## src/rtl/core_pkg.sv

```systemverilog
//------------------------------------------------------------------------------
// core_pkg : shared state encoding and default widths for the 16-bit core
// Rev 1.0  : initial release
//------------------------------------------------------------------------------
`default_nettype none

package core_pkg;

    typedef enum logic [1:0] {
        ST_BOOT = 2'd0,
        ST_RUN  = 2'd1,
        ST_HALT = 2'd2
    } seq_state_t;

    localparam int unsigned ROM_AWIDTH_DEF = 8;
    localparam int unsigned RAM_AWIDTH_DEF = 8;
    localparam int unsigned RAM_DWIDTH_DEF = 16;

    // Wide enough for the full legal boot-hold range of 1..255 cycles
    localparam int unsigned BOOT_CNT_W = 8;

endpackage

`default_nettype wire

```

## src/rtl/boot_timer.sv

```systemverilog
//------------------------------------------------------------------------------
// boot_timer : loadable down-counter, o_done while enabled and expired
// Rev 1.0    : initial release
//------------------------------------------------------------------------------
`default_nettype none

module boot_timer
    import core_pkg::*;
#(
    parameter int unsigned CYCLES = 4
) (
    input  logic clk,
    input  logic rst,
    input  logic i_en,
    output logic o_done
);

    logic [BOOT_CNT_W-1:0] cnt_q;

    always_ff @(posedge clk) begin
        if (rst) begin
            cnt_q <= BOOT_CNT_W'(CYCLES - 1);
        end else if (i_en && (cnt_q != '0)) begin
            cnt_q <= cnt_q - BOOT_CNT_W'(1);
        end
    end

    assign o_done = i_en && (cnt_q == '0);

endmodule

`default_nettype wire

```

## src/rtl/pc_sequencer.sv

```systemverilog
//------------------------------------------------------------------------------
// pc_sequencer : PC ownership, boot/clear sequencing, redirect and stall control
// Rev 1.0      : initial release
//------------------------------------------------------------------------------
`default_nettype none

module pc_sequencer
    import core_pkg::*;
#(
    parameter int unsigned           ROM_AWIDTH = ROM_AWIDTH_DEF,
    parameter logic [ROM_AWIDTH-1:0] RESET_PC   = '0,
    parameter int unsigned           CLR_CYCLES = 4
) (
    input  logic                  clk,
    input  logic                  rst,
    input  logic                  i_stall,
    input  logic                  i_jump,
    input  logic [ROM_AWIDTH-1:0] i_jump_target,
    input  logic                  i_beq_taken,
    input  logic [ROM_AWIDTH-1:0] i_beq_target,
    input  logic                  i_halt,
    output logic                  o_rom_rd,
    output logic [ROM_AWIDTH-1:0] o_rom_raddr,
    output logic                  o_instr_valid,
    output logic [ROM_AWIDTH-1:0] o_pc,
    output logic                  o_flush,
    output logic                  o_regfile_clear,
    output logic                  o_ram_rst,
    output logic                  o_control_rst,
    output logic                  o_running
);

    seq_state_t            state_q;
    logic [ROM_AWIDTH-1:0] pc_q;
    logic [ROM_AWIDTH-1:0] opc_q;
    logic                  valid_q;

    logic                  is_run;
    logic                  is_boot;
    logic                  boot_done;
    logic                  redirect;
    logic                  take_redir;
    logic                  take_fetch;
    logic [ROM_AWIDTH-1:0] redir_target;

    assign is_run       = (state_q == ST_RUN);
    assign is_boot      = (state_q == ST_BOOT);
    assign redirect     = i_jump | i_beq_taken;
    assign redir_target = i_jump ? i_jump_target : i_beq_target;
    assign take_redir   = is_run & ~i_halt & redirect;
    assign take_fetch   = is_run & ~i_halt & ~redirect & ~i_stall;

    boot_timer #(
        .CYCLES (CLR_CYCLES)
    ) u_boot_timer (
        .clk    (clk),
        .rst    (rst),
        .i_en   (is_boot),
        .o_done (boot_done)
    );

    always_ff @(posedge clk) begin
        if (rst) begin
            state_q <= ST_BOOT;
            pc_q    <= RESET_PC;
            opc_q   <= RESET_PC;
            valid_q <= 1'b0;
        end else begin
            case (state_q)
                ST_BOOT: begin
                    valid_q <= 1'b0;
                    if (boot_done) begin
                        state_q <= ST_RUN;
                    end
                end
                ST_RUN: begin
                    if (i_halt) begin
                        state_q <= ST_HALT;
                        valid_q <= 1'b0;
                    end else if (redirect) begin
                        // The read at the old PC still goes out but is marked dead
                        pc_q    <= redir_target;
                        opc_q   <= pc_q;
                        valid_q <= 1'b0;
                    end else if (!i_stall) begin
                        pc_q    <= pc_q + ROM_AWIDTH'(1);
                        opc_q   <= pc_q;
                        valid_q <= 1'b1;
                    end
                end
                ST_HALT: begin
                    valid_q <= 1'b0;
                end
                default: begin
                    state_q <= ST_BOOT;
                    valid_q <= 1'b0;
                end
            endcase
        end
    end

    assign o_rom_rd        = take_fetch | take_redir;
    assign o_rom_raddr     = pc_q;
    assign o_instr_valid   = valid_q;
    assign o_pc            = opc_q;
    assign o_flush         = take_redir;
    assign o_regfile_clear = is_boot;
    assign o_ram_rst       = is_boot;
    assign o_control_rst   = is_boot;
    assign o_running       = is_run;

endmodule

`default_nettype wire

```

## config.mk

```make
export PLATFORM = sky130hd
export DESIGN_NAME = pc_sequencer
export DESIGN_NICKNAME = d
export VERILOG_FILES = /design/src/rtl/core_pkg.sv /design/src/rtl/boot_timer.sv /design/src/rtl/pc_sequencer.sv
export SDC_FILE = /design/constraint.sdc
export NUM_CORES = 1
export LEC_CHECK = 0
export CORE_ASPECT_RATIO = 1.5
export CORE_UTILIZATION = 60
export CTS_BUF_LIST = sky130_fd_sc_hd__clkbuf_4 sky130_fd_sc_hd__clkbuf_8 sky130_fd_sc_hd__clkbuf_16
export CTS_CLUSTER_SIZE = 28
export DETAILED_ROUTE_END_ITERATION = 16
export DONT_BUFFER_PORTS = 1
export GPL_ROUTABILITY_DRIVEN = 0
export PLACE_DENSITY_LB_ADDON = 0.25
export SYNTH_ARGS = -nofsm -noshare
export SYNTH_HDL_FRONTEND = slang
export SYNTH_HIERARCHICAL = 1
export SYNTH_SLANG_ARGS = --single-unit
```

## constraint.sdc

```tcl
create_clock -name clk -period 3.8 [get_ports clk]
set_clock_uncertainty 0.05 [all_clocks]
set_input_delay 0.76 -clock clk [delete_from_list [all_inputs] [get_ports clk]]
set_output_delay 0.76 -clock clk [all_outputs]
set_load 0.02 [all_outputs]
```

# Word level (Yosys, flattened, before mapping)
# Cells that the tools add are included.
# totals
register_bits	27
input_bits	22
word_cells	39
# classes
add_sub_neg	2
n_eq_ne	5
n_mux	8
n_bitwise	11
reduce_logical	8
# op_table
operator	n
two-way mux 8 bit	5
adder 8 x 1 -> 8 bit (second input constant)	1
logical NOT 8 bit	1
nonzero test 8 bit	1
subtractor 8 x 1 -> 8 bit (second input constant)	1
one-hot mux 2 bit (3 select lines)	1
AND reduction 3 bit	2
inverter 1 bit	5
AND 1 bit	4
two-way mux 2 bit	2
!= test 2 bit (second input constant)	2
OR reduction 4 bit	1
== test 2 x 1 -> 1 bit (second input constant)	1
== test 2 bit (second input constant)	1
logical AND 1 bit	2
logical NOT 2 bit	1
!= test 2 x 1 -> 1 bit (second input constant)	1
bitwise OR 1 bit	2

# Longest topological paths before layout
# Gate-level depths: netlist of run 1.
# logic_depth
depth_word	5
mapped_depth	8
mapped_depth_nobuf	6

# Hierarchy
# The synthesis of run 1 kept the hierarchy.
# by_module_without_submodules
mod	n_inst	cells_per_inst	area_per_inst_um2	seq_area_each_um2
pc_sequencer	1	124	1023.5	380.4
boot_timer	1	53	430.4	160.2

# Worst setup path after synthesis of run 1
# OpenSTA, ideal clock, no wires.
# synth_path
kind	input -> output
start	in i_beq_taken
end	out o_rom_rd
arrival_time_ps	1656
t_required_ps	2990
path_slack_ps	1334
path_stages	6
path_buffers	3
path_cell_list	buf_2 > nor2_1 > a21o_1 > buf_6 > clkinv_4 > buf_12
# synth_between
elab_chain_len	5
# synth_rtl
item	line	text
start, declared	pc_sequencer.sv:19	input logic i_beq_taken,
bitwise OR 1 bit *	pc_sequencer.sv:48	assign redirect = i_jump | i_beq_taken;
inverter 1 bit	pc_sequencer.sv:51	assign take_fetch = is_run & ~i_halt & ~redirect & ~i_stall;
AND 1 bit (2 in a row)	pc_sequencer.sv:51	
bitwise OR 1 bit *	pc_sequencer.sv:102	assign o_rom_rd = take_fetch | take_redir;
end, declared	pc_sequencer.sv:22	output logic o_rom_rd,
# Every way passes the cells marked *; elsewhere a longest branch is shown, timed or not.

# Final worst setup path of run 1
# Ends and elaborated chain as after synthesis.

==> metrics.md, run 1 <==
| Metric | Value |
|---|---|
| PortBufs | `0` |
| Residual overflow from global routing | `0` |
| Share of post-route cells with drive strength above 1 | `roughly an eighth` |
| Final min period | `around 2.8 ns` |
| Io pins | `45` |
| Final Hold Fails | `0` |
| Crit share post-route | `73.01%` |
| PwrDens | `between 400 and 500 nW/um2` |
| Chip width | `approximately 42 um` |
| Core area | `between 2000 and 2500 um2` |
| Switching Fraction | `around a third` |
| Clock root buffer master | `clkbuf_4` |
| Final setup fails | `0` |
| Reg area | `roughly 540 um2` |
| Final Cell Area | `approximately 1400 um2` |
| Cell variety after synth | `48` |
| Finished Layout Cells | `193` |
| Leak | `about 0.49 nW` |
| # rows | `21` |
| Total GRT Usage | `23.15%` |
| Post-Syn Nets | `between 200 and 250` |
| Crit path DAT | `about 2.0 ns` |
| Slowest cell on the critical path | `a21o_1` |
| Syn_area_per_cell | `8.214 um2` |
| Yosys warning total | `6` |
| Slew Limit Fails | `0` |
| Dpl ws | `roughly 1.0 ns` |
| Status | `complete, no violations` |
| Type of origin of the critical path | `input pin` |
| Routed wire length per instance | `approximately 15 um` |
| Largest net degree at the start of global routing | `32` |
| CTS tree | `yes` |
| Tightest Pin Transition | `around 0.58 ns` |
| Post-Route WL | `approximately 2.9 mm` |
| DRC viols | `0` |
| Placed Instance Area | `1406 um2` |
| Async set or reset register ratio after synthesis | `0%` |
| CTS sink cnt | `27` |
| Die area | `roughly 2600 um2` |
| Postcts setup bufs | `0` |
| Initial cell density of the core | `64.34%` |
| Vias per cell | `about 6.4` |
| Seq cells post-synth | `27` |
| Max VDD drop | `about 200 uV` |
| Drt initial violations | `46` |
| Top cell type's share of synthesized area | `around 37%` |
| H-tree depth | `1` |
| Fmax | `360.4 MHz` |
| Top cell type by total area after synthesis | `dfxtp_1` |
| First-pass GRT wire length | `~5.0 mm` |
| Max_slew headroom | `~60%` |
| Final setup TNS | `0 ns` |
| First drt pass iteration count | `4` |
| Resized Gates After CTS | `0` |
| Vias in the first global route | `~1.2k` |
| Sequential Power Share | `55.9%` |
| CP Cell Sequence | `nor2_1 -> a21o_1 -> clkinv_4` |
| Number of hold buffers added after cts | `0` |
| Initial antenna violation count | `0` |
| Area Overhead vs Synth | `-1.377%` |
| Max-cap violations | `0` |
| Ys flop type | `dfxtp_1` |
| Post-synthesis sequential area ratio | `37.18%` |
| Hold WC Path Type | `input pin to flop` |
| Crit end category | `primary output` |
| DRT antenna net count | `0` |
| Final setup margin | `between 1 and 1.5 ns` |
| DP Cell Count | `189` |
| Multi-input gate area | `between 700 and 800 um2` |
| WP buf/inv | `1` |
| Clock buffer depth | `2` |
| Power Total | `roughly 600 uW` |
| Clock share of power | `between 10% and 20%` |
| Worst Path Max Fanout | `18` |
| Logic gate share of total power | `between 20% and 30%` |
| Clock transition at path regs | `around 0.14 ns` |
| CP required | `roughly 3 ns` |
| Crit Path Category | `input pin to primary output` |
| Cts bufs inserted | `3` |
| # nets final | `between 150 and 200` |
| Layout fillers | `213` |
| Internal | `about 400 uW` |
| Post-DP HPWL | `around 2.2 mm` |
| Crit path max-delay family | `compound AO/OA/AOI/OAI gates` |
| P_sw | `approximately 190 uW` |
| Worst-Skew Late Latency | `0.31 ns` |
| Die height | `62.29 um` |
| Ant. Diodes | `0` |
| Mapped Cells | `approximately 180` |
| Mapped Area | `between 1000 and 1500 um2` |
| Via count | `about 1.2k` |
| Synth top area cells | `dfxtp_1, nand2_1, a21oi_1, a21oi_2, o21ai_0` |
| RSZ-0062 raised after global routing | `no` |
| Slowest cell delay on critical path | `about 0.57 ns` |
| Number of flops mapped to enable cells by yosys | `0` |
[layer usage]
metal / vias to the layer above / GRT usage (%) / part of all wire (%)
li1: 613 / - / -
met1: 564 / 25.51 / 39
met2: 49 / 42.12 / 53
met3: 4 / 5.523 / 7.2
met4: 0 / 7.422 / 1.0
met5: - / 0 / 0
[cells in the mapped netlist, drive strengths merged (3+ instances only)]
cell type	number
o21ai	14
clkbuf	3
nand4	3
dfxtp	27
nor2	9
nand2	27
buf	9
a21oi	25
inv	9
nor2b	5
a22o	3
mux2i	3
[registers in the layout, summed over array words and instances, names as in the netlist]
signal and cells:
o_pc 8, o_rom_raddr 8, u_boot_timer/cnt_q 8, state_q 2
o_instr_valid 1
[worst reg2reg max path: stages, from the launching register on]
cell and delay [ns]:
dfxtp_1 0.36, nor2_1 0.11, buf_4 0.26, or4b_2 0.65, or4_1 0.42, a21oi_1 0.15
[placed cells by master, fill, tap and decap left out, drive strengths merged, types with 3 or more instances in the layout]
master and n:
mux2i 3, a21oi 25, a22o 3, nand4 3, dfxtp 27, inv 9
clkbuf 3, nor2 9, o21ai 14, nand2 27, nor2b 5
[power by group through the flow]
stage	clock, mW	combinational, mW	sequential, mW
floorplan	0	0.143	0.332
global placement	0	0.139	0.338
detailed placement	0	0.146	0.341
CTS	0.123	0.147	0.334
global route	0.139	0.165	0.337
finish	0.118	0.146	0.334
[path summary, 6_finish.rpt]
kind	from	to	slack [ns]	cells past startpoint
worst min register to register	u_boot_timer/cnt_q[6]$_SDFFE_PP0P_	u_boot_timer/cnt_q[6]$_SDFFE_PP0P_	0.46	2
worst max register to register	state_q[1]$_SDFFE_PP0P_	u_boot_timer/cnt_q[7]$_SDFFE_PP0P_	1.74	5
worst max-delay path	i_beq_taken	o_rom_rd	1.03	3
worst min-delay path	rst	o_pc[4]$_SDFFE_PP0P_	0.44	1
[metrics by stage]
step           utilization (%)  hold slack, ns
2_1_floorplan                -          0.4134
3_3_place_gp             62.24          0.4380
3_5_place_dp             62.24          0.4435
4_1_cts                  63.46          0.4218
5_1_grt                  63.46          0.3912
6_report                 63.46          0.4384
[final cells by class]
| cell class | count | area share (%) |
|---|---|---|
| multi-input combinational | 128 | 54.89 |
| sequential | 27 | 37.70 |
| inverter | 10 | 2.967 |
| tap | 23 | 2.007 |
| clock buffer | 3 | 1.571 |
| timing repair buffer | 1 | 0.5236 |
| clock inverter | 1 | 0.3490 |
[logic make-up (layout without fill, tap and decap cells)]
family	after synthesis	in the layout	share of synthesized area, %
flip-flops	27	27	37.18
AND/OR/NAND/NOR	65	65	23.67
buffers and inverters	22	15	8.691
multiplexers	3	3	2.065
adder cells (fa/ha/maj)	2	2	1.721
AO/OA/AOI/OAI	58	58	26.68
Power figures use the tool's default switching activity.
==> run 2, diff against run 1 <==
==> constraint.sdc (replaced) <==
create_clock -name clk -period 2.7 [get_ports clk]
set_clock_uncertainty 0.05 [all_clocks]
set_input_delay 0.54 -clock clk [delete_from_list [all_inputs] [get_ports clk]]
set_output_delay 0.54 -clock clk [all_outputs]
set_load 0.02 [all_outputs]
==> run 2 against run 1 <==
Effect of this change:
- die area unchanged
- routed wire length up 3.3%
- sequential power up 40%
- sequential share of layout area down 0.20 points
- global-route usage up 1.0 points
- combinational power up 42%
- critical endpoint unchanged
==> metrics.md, run 2 (synthesis gave the netlist of run 1 again) <==
| Metric | Value |
|---|---|
| Initial antenna violation count | `0 (unchanged)` |
| Worst-Skew Late Latency | `0.32 ns (about the same)` |
| Slowest cell on the critical path | `or3b_4` |
| Leak | `0.4961 nW (+1.0%)` |
| Slowest cell delay on critical path | `0.41 ns (-0.16 ns)` |
| Chip width | `42.19 um (unchanged)` |
| # nets final | `196 (+0.51%)` |
| Clock transition at path regs | `0.14 ns (about the same)` |
| DRC viols | `0 (unchanged)` |
| Routed wire length per instance | `15.25 um (+2.7%)` |
| RSZ-0062 raised after global routing | `no` |
| Number of hold buffers added after cts | `0 (unchanged)` |
| First drt pass iteration count | `4 (unchanged)` |
| Final setup TNS | `0 ns (unchanged)` |
| CP Cell Sequence | `or3b_4 -> a21o_1 -> clkinv_4` |
| Io pins | `45 (unchanged)` |
| Via count | `1253 (+1.9%)` |
| Slew Limit Fails | `0 (unchanged)` |
| Flop-to-flop setup slack | `0.82 ns (-0.92 ns)` |
| Cts bufs inserted | `3 (unchanged)` |
| Hold Path Stages | `1 (unchanged)` |
| Final min period | `2.316 ns` |
| Total GRT Usage | `24.19% (+1.0 points)` |
| Fmax | `about 430 MHz` |
| Crit Path Category | `flop to primary output` |
| Switching Fraction | `32.73% (+0.099 points)` |
| Die height | `62.29 um (unchanged)` |
| Max-cap violations | `0 (unchanged)` |
| Tightest Pin Transition | `0.6020 ns (+0.02293 ns)` |
| Vias in the first global route | `1228 (+3.5%)` |
| Final setup fails | `0 (unchanged)` |
| Worst Path Max Fanout | `18 (unchanged)` |
| Crit path max-delay family | `simple AND/OR/NAND/NOR gates` |
| Share of post-route cells with drive strength above 1 | `13.45% (+0.51 points)` |
| Area Overhead vs Synth | `-0.8607%` |
| Ant. Diodes | `0 (unchanged)` |
| Dpl ws | `0.5262 ns (-0.5190 ns)` |
| Hold WC Path Type | `input pin to flop` |
| Postcts setup bufs | `0 (unchanged)` |
| Crit path DAT | `1.73 ns (-0.23 ns)` |
| PwrDens | `585.3 nW/um2 (+41%)` |
| Vias per cell | `6.459 (+1.3%)` |
| WP buf/inv | `1 (unchanged)` |
| CTS tree | `yes` |
| CTS sink cnt | `27 (unchanged)` |
| Max_slew headroom | `59.87% (-0.98 points)` |
| Largest net degree at the start of global routing | `32 (unchanged)` |
| Logic gate share of total power | `24.6% (+0.2 points)` |
| Resized Gates After CTS | `0 (unchanged)` |
| Post-DP HPWL | `2.289 mm (+5.4%)` |
| Sequential Power Share | `55.6% (-0.3 points)` |
| Status | `complete, no violations` |
| PortBufs | `0 (unchanged)` |
| Final Hold Fails | `0 (unchanged)` |
| Crit end category | `primary output` |
| Core area | `2260 um2 (unchanged)` |
| Most frequent cells in the layout | `dfxtp_1, nand2_1, a21oi_1` |
| Crit share post-route | `85.77%` |
| First-pass GRT wire length | `5.140 mm (+3.5%)` |
| P_sw | `276.2 uW (+42%)` |
| Most common cell after layout, fill and taps aside | `dfxtp_1` |
| DRT antenna net count | `0 (unchanged)` |
| CP required | `2.11 ns (-0.88 ns)` |
| Layout fillers | `216 (+1.4%)` |
| Die area | `2628 um2 (unchanged)` |
| Cell count along the critical path | `3 (unchanged)` |
| Drt initial violations | `23 (-50%)` |
| Type of origin of the critical path | `flop` |
| Initial cell density of the core | `64.34% (unchanged)` |
| Max VDD drop | `376.4 uV (+87%)` |
| Residual overflow from global routing | `0 (unchanged)` |
| Final setup margin | `0.3842 ns (-0.6413 ns)` |
| Clock buffer depth | `2 (unchanged)` |
| Clock share of power | `19.8% (about the same)` |
| H-tree depth | `1 (unchanged)` |
| Internal | `567.5 uW (+41%)` |
| Clock root buffer master | `clkbuf_4` |
| # rows | `21 (unchanged)` |
| R2R depth | `5 (unchanged)` |
| Post-Route WL | `2.959 mm (+3.3%)` |
run 2: cell count changes in the layout (fill, tap and decap cells not counted), sizes merged:
cell	before	now
buf	1	2
run 2: cell type report:
cell class / instances / area, um2 / area share [%]
multi-input combinational: 128 / 787.0 / 54.60
sequential: 27 / 540.5 / 37.50
clock buffer: 3 / 22.52 / 1.563
inverter: 10 / 42.54 / 2.951
timing repair buffer: 2 / 15.01 / 1.042
clock inverter: 1 / 5.005 / 0.3472
tap: 23 / 28.78 / 1.997
run 2: final timing paths:
kind                                                          from                                 end
worst max-delay path                       state_q[0]$_SDFFE_PP0P_                            o_rom_rd
worst min-delay path                                           rst                o_pc[5]$_SDFFE_PP0P_
worst max register to register  u_boot_timer/cnt_q[0]$_SDFFE_PP1P_  u_boot_timer/cnt_q[1]$_SDFFE_PP1P_
worst min register to register  u_boot_timer/cnt_q[6]$_SDFFE_PP0P_  u_boot_timer/cnt_q[6]$_SDFFE_PP0P_
run 2: power groups by stage:
stage,clock network (mW),registers (mW),logic [mW]
detailed placement,0,0.478,0.207
finish,0.167,0.469,0.208
CTS,0.173,0.469,0.209
global route,0.192,0.474,0.238
floorplan,0,0.468,0.202
global placement,0,0.474,0.195
run 2: metal layers:
layer | global-route usage, % | routed length, um | up-vias
li1 | - | - | 615
met1 | 25.65 | 1107 | 593
met2 | 43.85 | 1617 | 38
met3 | 4.651 | 181 | 7
met4 | 11.72 | 53 | 0
met5 | 0 | 0 | -
run 2: stage by stage:
| stage | total power, mW | cell area [um2] | util (%) | instances | hold slack [ns] |
|---|---|---|---|---|---|
| 2_1_floorplan | 0.6695 | 1454 | - | 177 | 0.4134 |
| 3_3_place_gp | 0.6695 | 1414 | 62.57 | 190 | 0.4252 |
| 3_5_place_dp | 0.6854 | 1414 | 62.57 | 190 | 0.4445 |
| 4_1_cts | 0.8510 | 1441 | 63.79 | 194 | 0.1978 |
| 5_1_grt | 0.9050 | 1441 | 63.79 | 194 | 0.1756 |
| 6_report | 0.8437 | 1441 | 63.79 | 194 | 0.2155 |
